[config.mk]
export PLATFORM = sky130hd
export DESIGN_NAME = instr_fetch
export DESIGN_NICKNAME = d
export VERILOG_FILES = /design/src/rtl/ifetch_pkg.sv /design/src/rtl/ifetch_fifo.sv /design/src/rtl/instr_fetch.sv
export SDC_FILE = /design/constraint.sdc
export NUM_CORES = 1
export LEC_CHECK = 0
export ABC_AREA = 1
export ABC_CLOCK_PERIOD_IN_PS = 4180
export CAP_MARGIN = 20
export CORE_UTILIZATION = 30
export DETAILED_ROUTE_END_ITERATION = 7
export HOLD_SLACK_MARGIN = 0.02
export PLACE_DENSITY_LB_ADDON = 0.2
export SLEW_MARGIN = 20
export SYNTH_ARGS = -nofsm -noshare
export SYNTH_HDL_FRONTEND = slang
export SYNTH_SLANG_ARGS = --single-unit
[constraint.sdc]
create_clock -name clock -period 4.18 [get_ports clock]
set_input_delay 0.836 -clock clock [delete_from_list [all_inputs] [get_ports clock]]
set_output_delay 0.836 -clock clock [all_outputs]
set_load 0.01 [all_outputs]
[src/rtl/ifetch_pkg.sv]
// ---------------------------------------------------------------------------
// ifetch_pkg
// Shared types and constants for the instruction-fetch stage.
//   fetch_state_e   : fetch FSM states (REQ, WAIT, DROP)
//   IFETCH_RESET_PC : default first fetch address after reset
//   fetch_entry_t   : one prefetch FIFO entry {pc, inst}
//   word_align()    : clears the byte-offset bits of an address
// Optional feature macro used by instr_fetch: IFETCH_BYPASS_EN
// ---------------------------------------------------------------------------
package ifetch_pkg;

    typedef enum logic [1:0] {
        REQ  = 2'd0,
        WAIT = 2'd1,
        DROP = 2'd2
    } fetch_state_e;

    localparam logic [31:0] IFETCH_RESET_PC = 32'h0000_0000;

    typedef struct packed {
        logic [31:0] pc;
        logic [31:0] inst;
    } fetch_entry_t;

    function automatic logic [31:0] word_align(input logic [31:0] addr);
        return addr & 32'hFFFF_FFFC;
    endfunction

endpackage

[src/rtl/ifetch_fifo.sv]
// ---------------------------------------------------------------------------
// ifetch_fifo
// Prefetch FIFO of DEPTH fetch_entry_t entries between memory and decode.
// Ports:
//   clock, reset  : rising-edge clock, synchronous active-high reset
//   flush         : drops all entries; overrides push and pop this cycle
//   push          : write push_entry at the tail (caller guarantees space)
//   push_entry    : {pc, inst} to store
//   pop           : remove the head entry (ignored when empty)
//   count         : number of valid entries, 0..DEPTH
//   head          : head entry, read straight from storage registers
// DEPTH must be a power of two so the pointers wrap naturally.
// ---------------------------------------------------------------------------
module ifetch_fifo
    import ifetch_pkg::*;
#(
    parameter int DEPTH = 2
) (
    input  logic                     clock,
    input  logic                     reset,
    input  logic                     flush,
    input  logic                     push,
    input  fetch_entry_t             push_entry,
    input  logic                     pop,
    output logic [$clog2(DEPTH):0]   count,
    output fetch_entry_t             head
);

    localparam int PW = $clog2(DEPTH);
    localparam int CW = PW + 1;

    fetch_entry_t    mem [DEPTH];
    logic [PW-1:0]   rd_ptr;
    logic [PW-1:0]   wr_ptr;
    logic            do_push;
    logic            do_pop;

    assign do_push = push && !flush;
    assign do_pop  = pop && (count != '0) && !flush;

    // Head comes directly from storage, so nothing from decode's ready
    // reaches the head outputs combinationally.
    assign head = mem[rd_ptr];

    always_ff @(posedge clock) begin
        if (reset) begin
            for (int i = 0; i < DEPTH; i++) begin
                mem[i] <= '0;
            end
            rd_ptr <= '0;
            wr_ptr <= '0;
            count  <= '0;
        end else if (flush) begin
            rd_ptr <= '0;
            wr_ptr <= '0;
            count  <= '0;
        end else begin
            if (do_push) begin
                mem[wr_ptr] <= push_entry;
                wr_ptr      <= wr_ptr + PW'(1);
            end
            if (do_pop) begin
                rd_ptr <= rd_ptr + PW'(1);
            end
            // Simultaneous push and pop leaves the occupancy unchanged.
            case ({do_push, do_pop})
                2'b10:   count <= count + CW'(1);
                2'b01:   count <= count - CW'(1);
                default: count <= count;
            endcase
        end
    end

endmodule

[src/rtl/instr_fetch.sv]
// ---------------------------------------------------------------------------
// instr_fetch
// Instruction-fetch stage: issues word reads to instruction memory with a
// req/gnt/rvalid handshake (one request outstanding at most), buffers the
// returned words with their PC in a prefetch FIFO and hands them to decode
// with a valid/ready handshake. A redirect restarts fetch at a new address.
// Ports:
//   clock, reset               : rising-edge clock, synchronous active-high reset
//   redirect, redirect_pc      : restart fetch at redirect_pc (low bits cleared)
//   imem_req, imem_addr        : read request and its word address
//   imem_gnt                   : memory accepts the request this cycle
//   imem_rvalid, imem_rdata    : in-order read response
//   inst_valid, inst, inst_pc  : FIFO head presented to decode
//   inst_pcplus4               : inst_pc + 4 (wraps mod 2^32)
//   inst_ready                 : decode consumes the head this cycle
// Configuration macro: IFETCH_BYPASS_EN -- when defined, a response arriving
// while the FIFO is empty is presented to decode in the same cycle.
// ---------------------------------------------------------------------------
module instr_fetch
    import ifetch_pkg::*;
#(
    parameter int          DEPTH    = 2,
    parameter logic [31:0] RESET_PC = IFETCH_RESET_PC
) (
    input  logic        clock,
    input  logic        reset,
    input  logic        redirect,
    input  logic [31:0] redirect_pc,
    output logic        imem_req,
    output logic [31:0] imem_addr,
    input  logic        imem_gnt,
    input  logic        imem_rvalid,
    input  logic [31:0] imem_rdata,
    output logic        inst_valid,
    output logic [31:0] inst,
    output logic [31:0] inst_pc,
    output logic [31:0] inst_pcplus4,
    input  logic        inst_ready
);

    localparam int             CW         = $clog2(DEPTH) + 1;
    localparam logic [CW-1:0]  FULL_COUNT = CW'(DEPTH);

    fetch_state_e   state;
    logic [31:0]    fetch_pc;
    logic [31:0]    req_pc;
    logic [CW-1:0]  count;
    fetch_entry_t   head;
    fetch_entry_t   push_entry;
    logic           head_valid;
    logic           fifo_full;
    logic           granted;
    logic           response;
    logic           bypass;
    logic           push;
    logic           pop;
    logic           outstanding_after;

    assign head_valid = (count != '0);
    assign fifo_full  = (count == FULL_COUNT);

    // A request is only raised with a free slot, so the eventual push can
    // never overflow. Reset masks the request while it is held.
    assign imem_req  = !reset && (state == REQ) && !fifo_full;
    assign imem_addr = fetch_pc;
    assign granted   = imem_req && imem_gnt;
    assign response  = (state == WAIT) && imem_rvalid;

`ifdef IFETCH_BYPASS_EN
    // Empty FIFO plus a live response: hand the word to decode directly.
    assign bypass = !head_valid && response && !redirect;
`else
    assign bypass = 1'b0;
`endif

    // A bypassed word that decode takes immediately is never stored.
    assign push       = response && !redirect && !(bypass && inst_ready);
    assign pop        = head_valid && inst_ready;
    assign push_entry = '{pc: req_pc, inst: imem_rdata};

    assign inst_valid   = head_valid || bypass;
    assign inst         = bypass ? imem_rdata : head.inst;
    assign inst_pc      = bypass ? req_pc : head.pc;
    assign inst_pcplus4 = inst_pc + 32'd4;

    // On a redirect, a request still in flight must have its response
    // thrown away, which is what DROP is for.
    assign outstanding_after = granted
                            || ((state == WAIT) && !imem_rvalid)
                            || ((state == DROP) && !imem_rvalid);

    ifetch_fifo #(
        .DEPTH (DEPTH)
    ) u_fifo (
        .clock      (clock),
        .reset      (reset),
        .flush      (redirect),
        .push       (push),
        .push_entry (push_entry),
        .pop        (pop),
        .count      (count),
        .head       (head)
    );

    // Fetch FSM: redirect outranks every other event in the same cycle.
    always_ff @(posedge clock) begin
        if (reset) begin
            state    <= REQ;
            fetch_pc <= RESET_PC;
            req_pc   <= RESET_PC;
        end else if (redirect) begin
            fetch_pc <= word_align(redirect_pc);
            state    <= outstanding_after ? DROP : REQ;
        end else begin
            case (state)
                REQ: begin
                    if (granted) begin
                        req_pc   <= fetch_pc;
                        fetch_pc <= fetch_pc + 32'd4;
                        state    <= WAIT;
                    end
                end
                WAIT: begin
                    if (imem_rvalid) begin
                        state <= REQ;
                    end
                end
                DROP: begin
                    if (imem_rvalid) begin
                        state <= REQ;
                    end
                end
                default: state <= REQ;
            endcase
        end
    end

endmodule

==> impl_metrics.env, run 1 <==
export IMPL_max_fanout_on_critical_path=28
export IMPL_cts_repair_resized=0
export IMPL_cp_arrival_ns=3.02
export IMPL_core_region_area_um2=32500
export IMPL_maxCapViolations=0
export IMPL_netlist_area_um2=9900
export IMPL_regToRegEndpoint="imem_addr[2]"
export IMPL_post_route_period_util=0.922
export IMPL_number_of_instances_in_the_synthesized_netlist=1191
export IMPL_routed_wl_um=26900
export IMPL_number_of_setup_violations_in_the_final_report=0
export IMPL_htree_levels=4
export IMPL_drive_gt1_frac=0.0952
export IMPL_worst_r2r_cell_count=8
export IMPL_ctsLongestPathBuffers=2
export IMPL_cts_root_buf="clkbuf_16"
export IMPL_synth_async_sr_flop_share=0
export IMPL_first_pass_grt_wire_length_um=42400
export IMPL_clock_skew_final_ns=0.0125
export IMPL_vias_per_cell=4.43
export IMPL_cts_inserted_buffers=17
export IMPL_post_synth_top_area_cell="edfxtp_1"
export IMPL_final_hold_viol_count=0
export IMPL_postSynthAreaPerCell_um2=8.32
export IMPL_synth_warning_count=0
export IMPL_pin_count=200
export IMPL_worstMarginPinSlew_ns=0.784
export IMPL_power_static_leakage_nw=4.97
export IMPL_initial_core_util=0.304
export IMPL_wire_per_inst_um=14.7
export IMPL_worst_r2r_startpoint="state[0]"
export IMPL_worstPathRequired_ns=3.34
export IMPL_yosysTopAreaCellShare=0.376
export IMPL_run_status="finished clean"
export IMPL_postLayoutCoreUtil=0.394
export IMPL_largest_net_degree_at_the_start_of_global_routing=63
export IMPL_antenna_violating_nets_remaining=0
export IMPL_first_iter_violations=506
export IMPL_antenna_cells=0
export IMPL_synth_ff_latch_count=191
export IMPL_pwr_dens_nw_per_um2=323
export IMPL_yosys_most_used_dff="edfxtp_1"
export IMPL_tritoncts_clock_tree="built"
export IMPL_fp_dieH_um=184
export IMPL_drt_pass1_iterations=5
export IMPL_worst_hold_slack_ns=0.477
export IMPL_area_growth_synth_to_final_pct=29.4
export IMPL_finalMaxSlewViolations=0
export IMPL_crit_path_end="inst_pcplus4[25]"
export IMPL_chipWidth_um=184
export IMPL_globalRouteOverflowTotal=0
export IMPL_tritoncts_sinks=191
export IMPL_finish_net_count=1450
export IMPL_path_class_of_the_lowest_slack_min_delay_path="flop to flop"
export IMPL_layout_min_cycle_time_ns=3.86
export IMPL_synth_area_top_cells="edfxtp_1, dfxtp_1, nor2_1, nand2_1, inv_1"
export IMPL_yosysUniqueCellTypes=46
export IMPL_fp_row_count=66
export IMPL_relSlewSlack=0.478
export IMPL_totalNegativeSetupSlack_ns=0
export IMPL_post_cts_buffers=0
export IMPL_worst_r2r_setup_slack_ns=1.68
export IMPL_gp_congestion=0.864
export IMPL_clock_latency_reported_for_the_late_side_of_the_worst_skew_pair_ns=0.44
export IMPL_crit_path_start_kind="flop"
export IMPL_max_freq_ghz=0.259
export IMPL_antenna_violations_before_repair=0
export IMPL_design_die_area_um2=33700
export IMPL_timing_worst_setup_path_type="flop to primary output"
export IMPL_synth_edf_count=124
export IMPL_cts_hold_buffers=0
export IMPL_cts_clk_slew_worst_paths_ns=0.07
export IMPL_port_buffers=191
export IMPL_synth_yosys_seq_area_share=0.511
export IMPL_worst_setup_path_end_kind="primary output"
export IMPL_power_ir_vdd_worst_v=0.000219
export IMPL_min_from="req_pc[14]"
export IMPL_grt_pass1_vias=7875
export IMPL_place_detailed_hpwl_um=19400
export IMPL_grt_setup_unrepaired="false"
export IMPL_track_usage=0.162
export IMPL_route_detailed_drc=0
export IMPL_num_vias=8095
-- cells in the mapped netlist (2+ instances only) --
master,number
edfxtp_1,124
nand2_1,228
clkbuf_1,25
buf_2,8
nand3b_1,2
o21ai_1,2
nand3_1,52
a31oi_1,6
o21ai_0,42
dfxtp_1,67
xnor2_1,8
o21ai_4,4
o21ai_2,18
nor3_1,11
buf_1,4
xor2_1,22
buf_6,4
mux2_2,32
nor2_2,5
a21oi_1,45
inv_1,169
ha_1,6
nor2_1,246
nand2_2,4
and3_1,3
nor3_2,3
clkinv_1,2
o211ai_1,3
nand4_1,10
a211oi_1,9
buf_4,7
inv_2,6
-- stage by stage --
stage	instances	worst slack [ns]	instance area, µm²	total power [mW]
after global placement	1796	0.559	12200	2.64
after CTS	1827	0.0192	12800	4.18
final	1828	0.325	12800	4.14
after global routing	1828	0.0725	12800	4.31
after floorplan	1196	0.742	9920	2.39
after detailed placement	1796	0.486	12200	2.65
-- worst min path at each step --
| stage | slack, ns | to | cells after the start |
|---|---|---|---|
| finish | 0.48 | req_pc[14] | 2 |
| global placement | 0.46 | u_fifo.rd_ptr | 2 |
| CTS | 0.48 | u_fifo.rd_ptr | 2 |
| detailed placement | 0.47 | u_fifo.rd_ptr | 2 |
| floorplan | 0.45 | req_pc[2] | 2 |
| global route | 0.52 | req_pc[29] | 2 |
-- report_power, final --
group | internal [mW] | switching (mW) | leakage [nW] | total [mW]
clock | 0.783 | 0.760 | 0.270 | 1.54
combinational | 0.221 | 0.248 | 2.87 | 0.469
sequential | 2.08 | 0.0525 | 1.83 | 2.13
total | 3.08 | 1.06 | 4.97 | 4.14
-- worst max-delay path, cell delays in order (launching register included) --
cell and delay (ns):
dfxtp_4 0.52, buf_4 0.38, nand2_1 0.11, o21ai_1 0.21
nand2_1 0.14, inv_1 0.11, nand2_1 0.08, nor2_1 0.10
nand3_1 0.12, xnor2_1 0.22, clkdlybuf4s50_1 0.58
-- layer usage --
metal	routed length [µm]	vias up	GRT usage
met5	0	-	0
met1	13000	3717	0.223
met3	1270	25	0.0291
met2	12300	181	0.261
li1	-	4172	-
met4	398	0	0.0437
-- final cells by class --
type / instances / area [µm²]
clock buffer: 17 / 425
tap: 442 / 553
sequential: 191 / 5070
fill: 3351 / 19700
timing repair buffer: 209 / 2060
multi-input combinational: 778 / 3920
clock inverter: 14 / 123
inverter: 177 / 664
-- kinds of logic after synthesis --
family | Yosys count | share of synthesized area
compound gates | 133 | 0.0844
fa+ha+maj | 6 | 0.00758
xor+xnor | 30 | 0.0265
flops | 191 | 0.511
simple gates | 571 | 0.238
mux | 32 | 0.0364
buf+inv | 227 | 0.0955
other cells | 1 | 0.000379
-- placed cells by master, fill, tap and decap left out, drive strengths merged, types with 8 or more instances in the layout --
master,instances
clkbuf,17
xnor2,8
nor2,252
a211oi,9
mux2,32
clkdlybuf4s50,191
edfxtp,124
nor3,15
o21ai,66
nand2,232
nand3,53
a21oi,47
inv,184
xor2,22
nand4,11
dfxtp,67
buf,18
-- flip-flops by register name (all words and copies together), names as in the netlist, named ones only --
register,flops
u_fifo.mem,124
imem_addr,30
req_pc,30
state,2
u_fifo.count,2
u_fifo.rd_ptr,1
u_fifo.wr_ptr,1
Note: power is estimated with default switching activity, not from simulation.
==> inputs of run 2 (changes only) <==
--- a/config.mk
+++ b/config.mk
@@ -5,10 +5,10 @@
 export SDC_FILE = /design/constraint.sdc
 export NUM_CORES = 1
 export LEC_CHECK = 0
-export ABC_AREA = 1
 export ABC_CLOCK_PERIOD_IN_PS = 4180
 export CAP_MARGIN = 20
 export CORE_UTILIZATION = 30
+export CTS_CLUSTER_SIZE = 14
 export DETAILED_ROUTE_END_ITERATION = 7
 export HOLD_SLACK_MARGIN = 0.02
 export PLACE_DENSITY_LB_ADDON = 0.2
==> run 2 against run 1 <==
Net effect: synthesized area decreased by 5.9%; worst setup slack got worse by 0.055 ns; count of clock-buffer cells in the layout increased by 3; clock skew about the same; register-to-register slack improved by 0.34 ns; critical path depth decreased by 2; die area decreased by 5.8%; via count decreased by 18%; global-route usage decreased by 1.5 points; cell area decreased by 4.2%; routed wire length decreased by 14%; critical path type unchanged; critical endpoint is now inst_pcplus4[24].
==> impl_metrics.env, run 2 <==
export IMPL_track_usage=0.147
export IMPL_fill_cells=2991
export IMPL_buf_inv_on_cp=2
export IMPL_layout_common_cells="clkdlybuf4s50_1, and2_1, edfxtp_1"
export IMPL_tritoncts_clock_tree="built"
export IMPL_cts_root_buf="clkbuf_16"
export IMPL_antenna_violations_before_repair=0
export IMPL_clock_skew_final_ns=0.0126
export IMPL_yosys_area_share_simple=0.219
export IMPL_crit_path_end="inst_pcplus4[24]"
export IMPL_tritoncts_sinks=191
export IMPL_area_growth_synth_to_final_pct=31.6
export IMPL_final_hold_viol_count=0
export IMPL_adder_cell_share_of_the_synthesized_area=0.00805
export IMPL_critical_path_cell_chain="mux2_2 > ha_1 > inv_1 > a211oi_2 > nand4_4 > a211oi_2 > xor2_1 > clkdlybuf4s50_1"
export IMPL_max_freq_ghz=0.256
export IMPL_globalRouteOverflowTotal=0
export IMPL_design_area_um2=12300
export IMPL_stages_on_the_worst_setup_path=8
export IMPL_drt_pass1_iterations=4
export IMPL_worstPathRequired_ns=3.34
export IMPL_first_iter_violations=440
export IMPL_finalMaxSlewViolations=0
export IMPL_synth_warning_count=0
export IMPL_cp_common_cell="a211oi_2"
export IMPL_layout_commonest_cell="clkdlybuf4s50_1"
export IMPL_power_ir_vdd_worst_v=0.000266
export IMPL_yosysUniqueCellTypes=57
export IMPL_num_vias=6618
export IMPL_post_synth_most_frequent_cells="and2_1, edfxtp_1, nand2_1"
export IMPL_synth_ff_latch_count=191
export IMPL_core_region_area_um2=30600
export IMPL_synth_xor_xnor_area_share=0.0535
export IMPL_run_status="finished clean"
export IMPL_post_route_period_util=0.935
export IMPL_first_pass_grt_wire_length_um=35700
export IMPL_worst_r2r_startpoint="state[0]"
export IMPL_chipWidth_um=178
export IMPL_largest_register_ff_count=124
export IMPL_postLayoutCoreUtil=0.401
export IMPL_worst_r2r_cell_count=8
export IMPL_pin_count=200
export IMPL_worst_hold_slack_ns=0.459
export IMPL_number_of_setup_violations_in_the_final_report=0
export IMPL_port_buffers=191
export IMPL_regToRegEndpoint="req_pc[17]"
export IMPL_design_die_area_um2=31800
export IMPL_critPathSlowestCell="clkdlybuf4s50_1"
export IMPL_wire_per_inst_um=16.2
export IMPL_max_flop_register="u_fifo.mem"
export IMPL_pwr_dens_nw_per_um2=333
export IMPL_route_detailed_drc=0
export IMPL_cts_clk_slew_worst_paths_ns=0.07
export IMPL_dpl_cell_count=1391
export IMPL_totalPowerFinal_mw=4.08
export IMPL_vias_per_cell=4.63
export IMPL_placed_area_um2=11600
export IMPL_timing_worst_setup_path_type="flop to primary output"
export IMPL_final_setup_worst_slack_ns=0.270
export IMPL_antenna_cells=0
export IMPL_worst_path_largest_cell_delay_ns=0.56
export IMPL_cpLargestDelayFamily="compound AO/OA/AOI/OAI gates"
export IMPL_drive_gt1_frac=0.129
export IMPL_relSlewSlack=0.516
export IMPL_yosysTopAreaCellShare=0.399
export IMPL_synth_yosys_seq_area_share=0.543
export IMPL_place_detailed_hpwl_um=15500
export IMPL_worstMarginPinSlew_ns=0.725
export IMPL_postSynthAreaPerCell_um2=11.1
export IMPL_routed_wl_um=23200
export IMPL_detail_route_wirelength_met1_um=11500
export IMPL_final_cells=1429
export IMPL_yosys_mux_area_fraction=0.0737
export IMPL_cp_arrival_ns=3.07
export IMPL_htree_levels=4
export IMPL_post_synth_top_area_cell="edfxtp_1"
export IMPL_totalNegativeSetupSlack_ns=0
export IMPL_layout_min_cycle_time_ns=3.91
export IMPL_number_of_instances_in_the_synthesized_netlist=841
export IMPL_fp_row_count=64
export IMPL_met2_wl_post_dr_um=10100
export IMPL_worst_setup_path_end_kind="primary output"
export IMPL_synth_edf_count=124
export IMPL_power_static_leakage_nw=4.25
export IMPL_synth_top_family_by_area="simple AND/OR/NAND/NOR gates"
export IMPL_initial_core_util=0.305
export IMPL_synth_async_sr_flop_share=0
export IMPL_max_fanout_on_critical_path=12
export IMPL_maxCapViolations=0
export IMPL_synth_area_top_cells="edfxtp_1, dfxtp_1, and2_1, mux2_2, xnor2_1"
export IMPL_antenna_violating_nets_remaining=0
export IMPL_ctsLongestPathBuffers=2
export IMPL_pre_cts_slack_ns=0.447
export IMPL_grt_setup_unrepaired="false"
export IMPL_top_signal_layer_used="met4"
export IMPL_met3_wirelength_um=1260
export IMPL_netlist_area_um2=9320
export IMPL_cts_hold_buffers=0
export IMPL_yosys_most_used_dff="edfxtp_1"
export IMPL_crit_path_start_kind="flop"
export IMPL_gp_congestion=0.748
export IMPL_post_synth_top_count_cell="and2_1"
export IMPL_path_class_of_the_lowest_slack_min_delay_path="flop to flop"
export IMPL_fp_dieH_um=178
export IMPL_clock_latency_reported_for_the_late_side_of_the_worst_skew_pair_ns=0.43
export IMPL_worst_r2r_setup_slack_ns=2.02
export IMPL_cts_inserted_buffers=17
export IMPL_largest_net_degree_at_the_start_of_global_routing=67
export IMPL_grt_pass1_vias=6501
export IMPL_finish_net_count=1096
export IMPL_synth_compound_area_frac=0.0664
## run 2: cell types whose count changed in the layout (fill, tap and decap cells not counted), moves of 15 or more
cell and change:
inv_1 -154, and2_1 +128, xnor2_1 +36, nand2_1 -139, o21ai_0 -35, nor4_2 +15
o21ai_2 -18, nor2_1 -203, nand3_1 -29, a211oi_1 +17, mux2_2 +20
## run 2: worst min path at each step
| stage | start | cells after the start | end |
|---|---|---|---|
| floorplan | req_pc[10] | 2 | req_pc[10] |
| global placement | req_pc[29] | 2 | req_pc[29] |
| detailed placement | req_pc[29] | 2 | req_pc[29] |
| CTS | req_pc[29] | 2 | req_pc[29] |
| global route | req_pc[29] | 2 | req_pc[29] |
| finish | req_pc[29] | 2 | req_pc[29] |
## run 2: cells by family (layout without fill, tap and decap cells)
family                   Yosys count  in the layout
other                              1              6
adder cells (fa/ha/maj)            6              6
AND/OR/NAND/NOR                  356            356
buffers and inverters             72            259
flip-flops                       191            191
multiplexers                      62             62
AO/OA/AOI/OAI                     96             96
XOR/XNOR                          57             57
## run 2: area by class of cell
type,instances,area [µm²],share of cell area
clock inverter,12,100,0.00816
multi-input combinational,583,3980,0.324
clock buffer,20,457,0.0372
inverter,18,67.6,0.00551
timing repair buffer,209,2100,0.171
sequential,191,5070,0.413
tap,396,495,0.0404
## run 2: power by group
part | leakage [nW] | switching, mW | internal, mW
Clock | 0.262 | 0.746 | 0.809
Combinational | 2.16 | 0.179 | 0.215
Sequential | 1.83 | 0.0614 | 2.07
## run 2: layer usage
metal	track usage	vias up
li1	-	3311
met1	0.207	3103
met2	0.228	182
met3	0.0247	22
met4	0.0466	0
met5	0	-
## run 2: timing repair
| item | CTS | global route |
|---|---|---|
| pin swaps | 0 | 1 |
| resized for setup | 0 | 2 |
| cloned | 0 | 1 |
| buffers inserted | 1 | 4 |
| setup endpoints to repair | 2 | 7 |
## run 2: worst reg2reg max path, cell delays in order (launching register included)
cell	delay, ns
dfxtp_1	0.33
inv_1	0.08
ha_1	0.19
nor2b_1	0.20
nand3_1	0.42
nor2_2	0.30
buf_4	0.32
nand2_1	0.12
a21oi_1	0.13
==> inputs of run 3 (changes only) <==
--- a/config.mk
+++ b/config.mk
@@ -5,7 +5,7 @@
 export SDC_FILE = /design/constraint.sdc
 export NUM_CORES = 1
 export LEC_CHECK = 0
-export ABC_CLOCK_PERIOD_IN_PS = 4180
+export ABC_CLOCK_PERIOD_IN_PS = 4070
 export CAP_MARGIN = 20
 export CORE_UTILIZATION = 30
 export CTS_CLUSTER_SIZE = 14
==> constraint.sdc (replaced) <==
create_clock -name clock -period 4.07 [get_ports clock]
set_input_delay 0.814 -clock clock [delete_from_list [all_inputs] [get_ports clock]]
set_output_delay 0.814 -clock clock [all_outputs]
set_load 0.01 [all_outputs]
==> run 3 against run 2 <==
Net effect: clock power up 9%; largest cell class unchanged; via count down 0.53%; utilization about the same; first-iteration DRC count down 25%; cell count down 0.21%.
==> impl_metrics.env, run 3 (same netlist as run 2, synthesis figures left out) <==
export IMPL_relSlewSlack=0.602
export IMPL_core_region_area_um2=30600
export IMPL_post_route_period_util=0.943
export IMPL_worst_path_largest_cell_delay_ns=0.56
export IMPL_fp_row_count=64
export IMPL_final_hold_viol_count=0
export IMPL_run_status="finished clean"
export IMPL_number_of_setup_violations_in_the_final_report=0
export IMPL_cts_clk_slew_worst_paths_ns=0.08
export IMPL_layout_min_cycle_time_ns=3.84
export IMPL_worstMarginPinSlew_ns=0.598
export IMPL_worst_r2r_setup_slack_ns=1.81
export IMPL_max_fanout_on_critical_path=19
export IMPL_fp_dieH_um=178
export IMPL_clock_latency_reported_for_the_late_side_of_the_worst_skew_pair_ns=0.44
export IMPL_antenna_cells=0
export IMPL_worst_r2r_startpoint="state[1]"
export IMPL_maxCapViolations=0
export IMPL_power_static_leakage_nw=4.26
export IMPL_globalRouteOverflowTotal=0
export IMPL_postLayoutCoreUtil=0.402
export IMPL_dpl_cell_count=1392
export IMPL_finish_net_count=1093
export IMPL_pwr_dens_nw_per_um2=349
export IMPL_route_detailed_drc=0
export IMPL_design_area_um2=12300
export IMPL_cp_arrival_ns=3.03
export IMPL_timing_hold_worst_path_depth=2
export IMPL_design_die_area_um2=31800
export IMPL_gp_congestion=0.739
export IMPL_htree_levels=4
export IMPL_tritoncts_clock_tree="built"
export IMPL_drive_gt1_frac=0.130
export IMPL_critical_path_cell_chain="mux2i_1 > inv_1 > ha_1 > inv_1 > a211oi_4 > nand4_4 > a211oi_2 > xor2_1 > clkdlybuf4s50_1"
export IMPL_initial_core_util=0.305
export IMPL_regToRegEndpoint="u_fifo.mem[1][3]"
export IMPL_num_vias=6583
export IMPL_worst_r2r_cell_count=6
export IMPL_max_flop_register="u_fifo.mem"
export IMPL_critPathSlowestCell="clkdlybuf4s50_1"
export IMPL_ctsLongestPathBuffers=2
export IMPL_grt_pass1_vias=6502
export IMPL_vias_per_cell=4.62
export IMPL_layout_common_cells="clkdlybuf4s50_1, and2_1, edfxtp_1"
export IMPL_first_iter_violations=329
export IMPL_place_detailed_hpwl_um=15900
export IMPL_pre_cts_slack_ns=0.225
export IMPL_routed_wl_um=23300
export IMPL_cts_root_buf="clkbuf_16"
export IMPL_crit_path_start_kind="flop"
export IMPL_worstPathRequired_ns=3.26
export IMPL_antenna_violating_nets_remaining=0
export IMPL_drt_pass1_iterations=6
export IMPL_power_ir_vdd_worst_v=0.000271
export IMPL_cp_common_cell="inv_1"
export IMPL_final_cells=1426
export IMPL_clock_skew_final_ns=0.0128
export IMPL_timing_worst_setup_path_type="flop to primary output"
export IMPL_worst_setup_path_end_kind="primary output"
export IMPL_max_freq_ghz=0.260
export IMPL_tritoncts_sinks=191
export IMPL_largest_net_degree_at_the_start_of_global_routing=63
export IMPL_chipWidth_um=178
export IMPL_layout_commonest_cell="clkdlybuf4s50_1"
export IMPL_antenna_violations_before_repair=0
export IMPL_holdPathEnd="req_pc[28]"
export IMPL_min_from="req_pc[28]"
export IMPL_wire_per_inst_um=16.3
export IMPL_first_pass_grt_wire_length_um=36300
export IMPL_finalMaxSlewViolations=0
export IMPL_worst_hold_slack_ns=0.461
export IMPL_placed_area_um2=11600
export IMPL_final_setup_worst_slack_ns=0.230
export IMPL_cts_inserted_buffers=17
export IMPL_path_class_of_the_lowest_slack_min_delay_path="flop to flop"
export IMPL_track_usage=0.149
export IMPL_port_buffers=191
export IMPL_pin_count=200
export IMPL_area_growth_synth_to_final_pct=31.8
export IMPL_largest_register_ff_count=124
[run 3: worst max-delay path by stage]
stage          from                to  slack, ns  cells past startpoint
2_1_floorplan  flop  inst_pcplus4[24]       0.57                     12
3_3_place_gp   flop  inst_pcplus4[27]       0.22                      7
3_5_place_dp   flop  inst_pcplus4[27]       0.23                      7
4_1_cts        flop  inst_pcplus4[27]      0.007                      8
5_1_grt        flop  inst_pcplus4[31]      -0.02                      7
6_report       flop  inst_pcplus4[24]       0.23                      9
[run 3: layout make-up]
type / count / area, µm²
clock inverter: 12 / 116
sequential: 191 / 5070
timing repair buffer: 206 / 2060
fill: 2982 / 18300
clock buffer: 20 / 478
inverter: 18 / 67.6
tap: 396 / 495
multi-input combinational: 583 / 4000
[run 3: worst max-delay path: cells and delay by family, from the launching register on]
| kind | cells | cell delay (ns) |
|---|---|---|
| multiplexers | 1 | 0.13 |
| buffers and inverters | 3 | 0.73 |
| XOR/XNOR | 1 | 0.16 |
| adder cells (fa/ha/maj) | 1 | 0.20 |
| flip-flops | 1 | 0.49 |
| AND/OR/NAND/NOR | 1 | 0.24 |
| AO/OA/AOI/OAI | 2 | 0.64 |
[run 3: layer usage]
metal  GRT usage  share of wire  vias up
met5           0              0        -
met4      0.0339         0.0066        0
met3      0.0303          0.048       10
met2       0.233           0.45      159
met1       0.210           0.49     3094
li1            -              -     3320
[run 3: through the flow]
| step | setup TNS, ns | power (mW) |
|---|---|---|
| after floorplan | 0 | 2.40 |
| after global placement | 0 | 2.64 |
| after detailed placement | 0 | 2.65 |
| after CTS | 0 | 4.35 |
| after global routing | -0.0159 | 4.47 |
| final | 0 | 4.29 |
[run 3: power breakdown]
group	internal, mW	switching [mW]
logic	0.221	0.185
clock network	0.880	0.814
registers	2.13	0.0637
[run 3: timing repair]
item / 4_1_cts / 5_1_grt
buffers inserted: 1 / 1
endpoints found under the setup margin: 6 / 10
gates resized for setup: 1 / 4
hold buffers: 0 / 0
pin swaps: 1 / 1
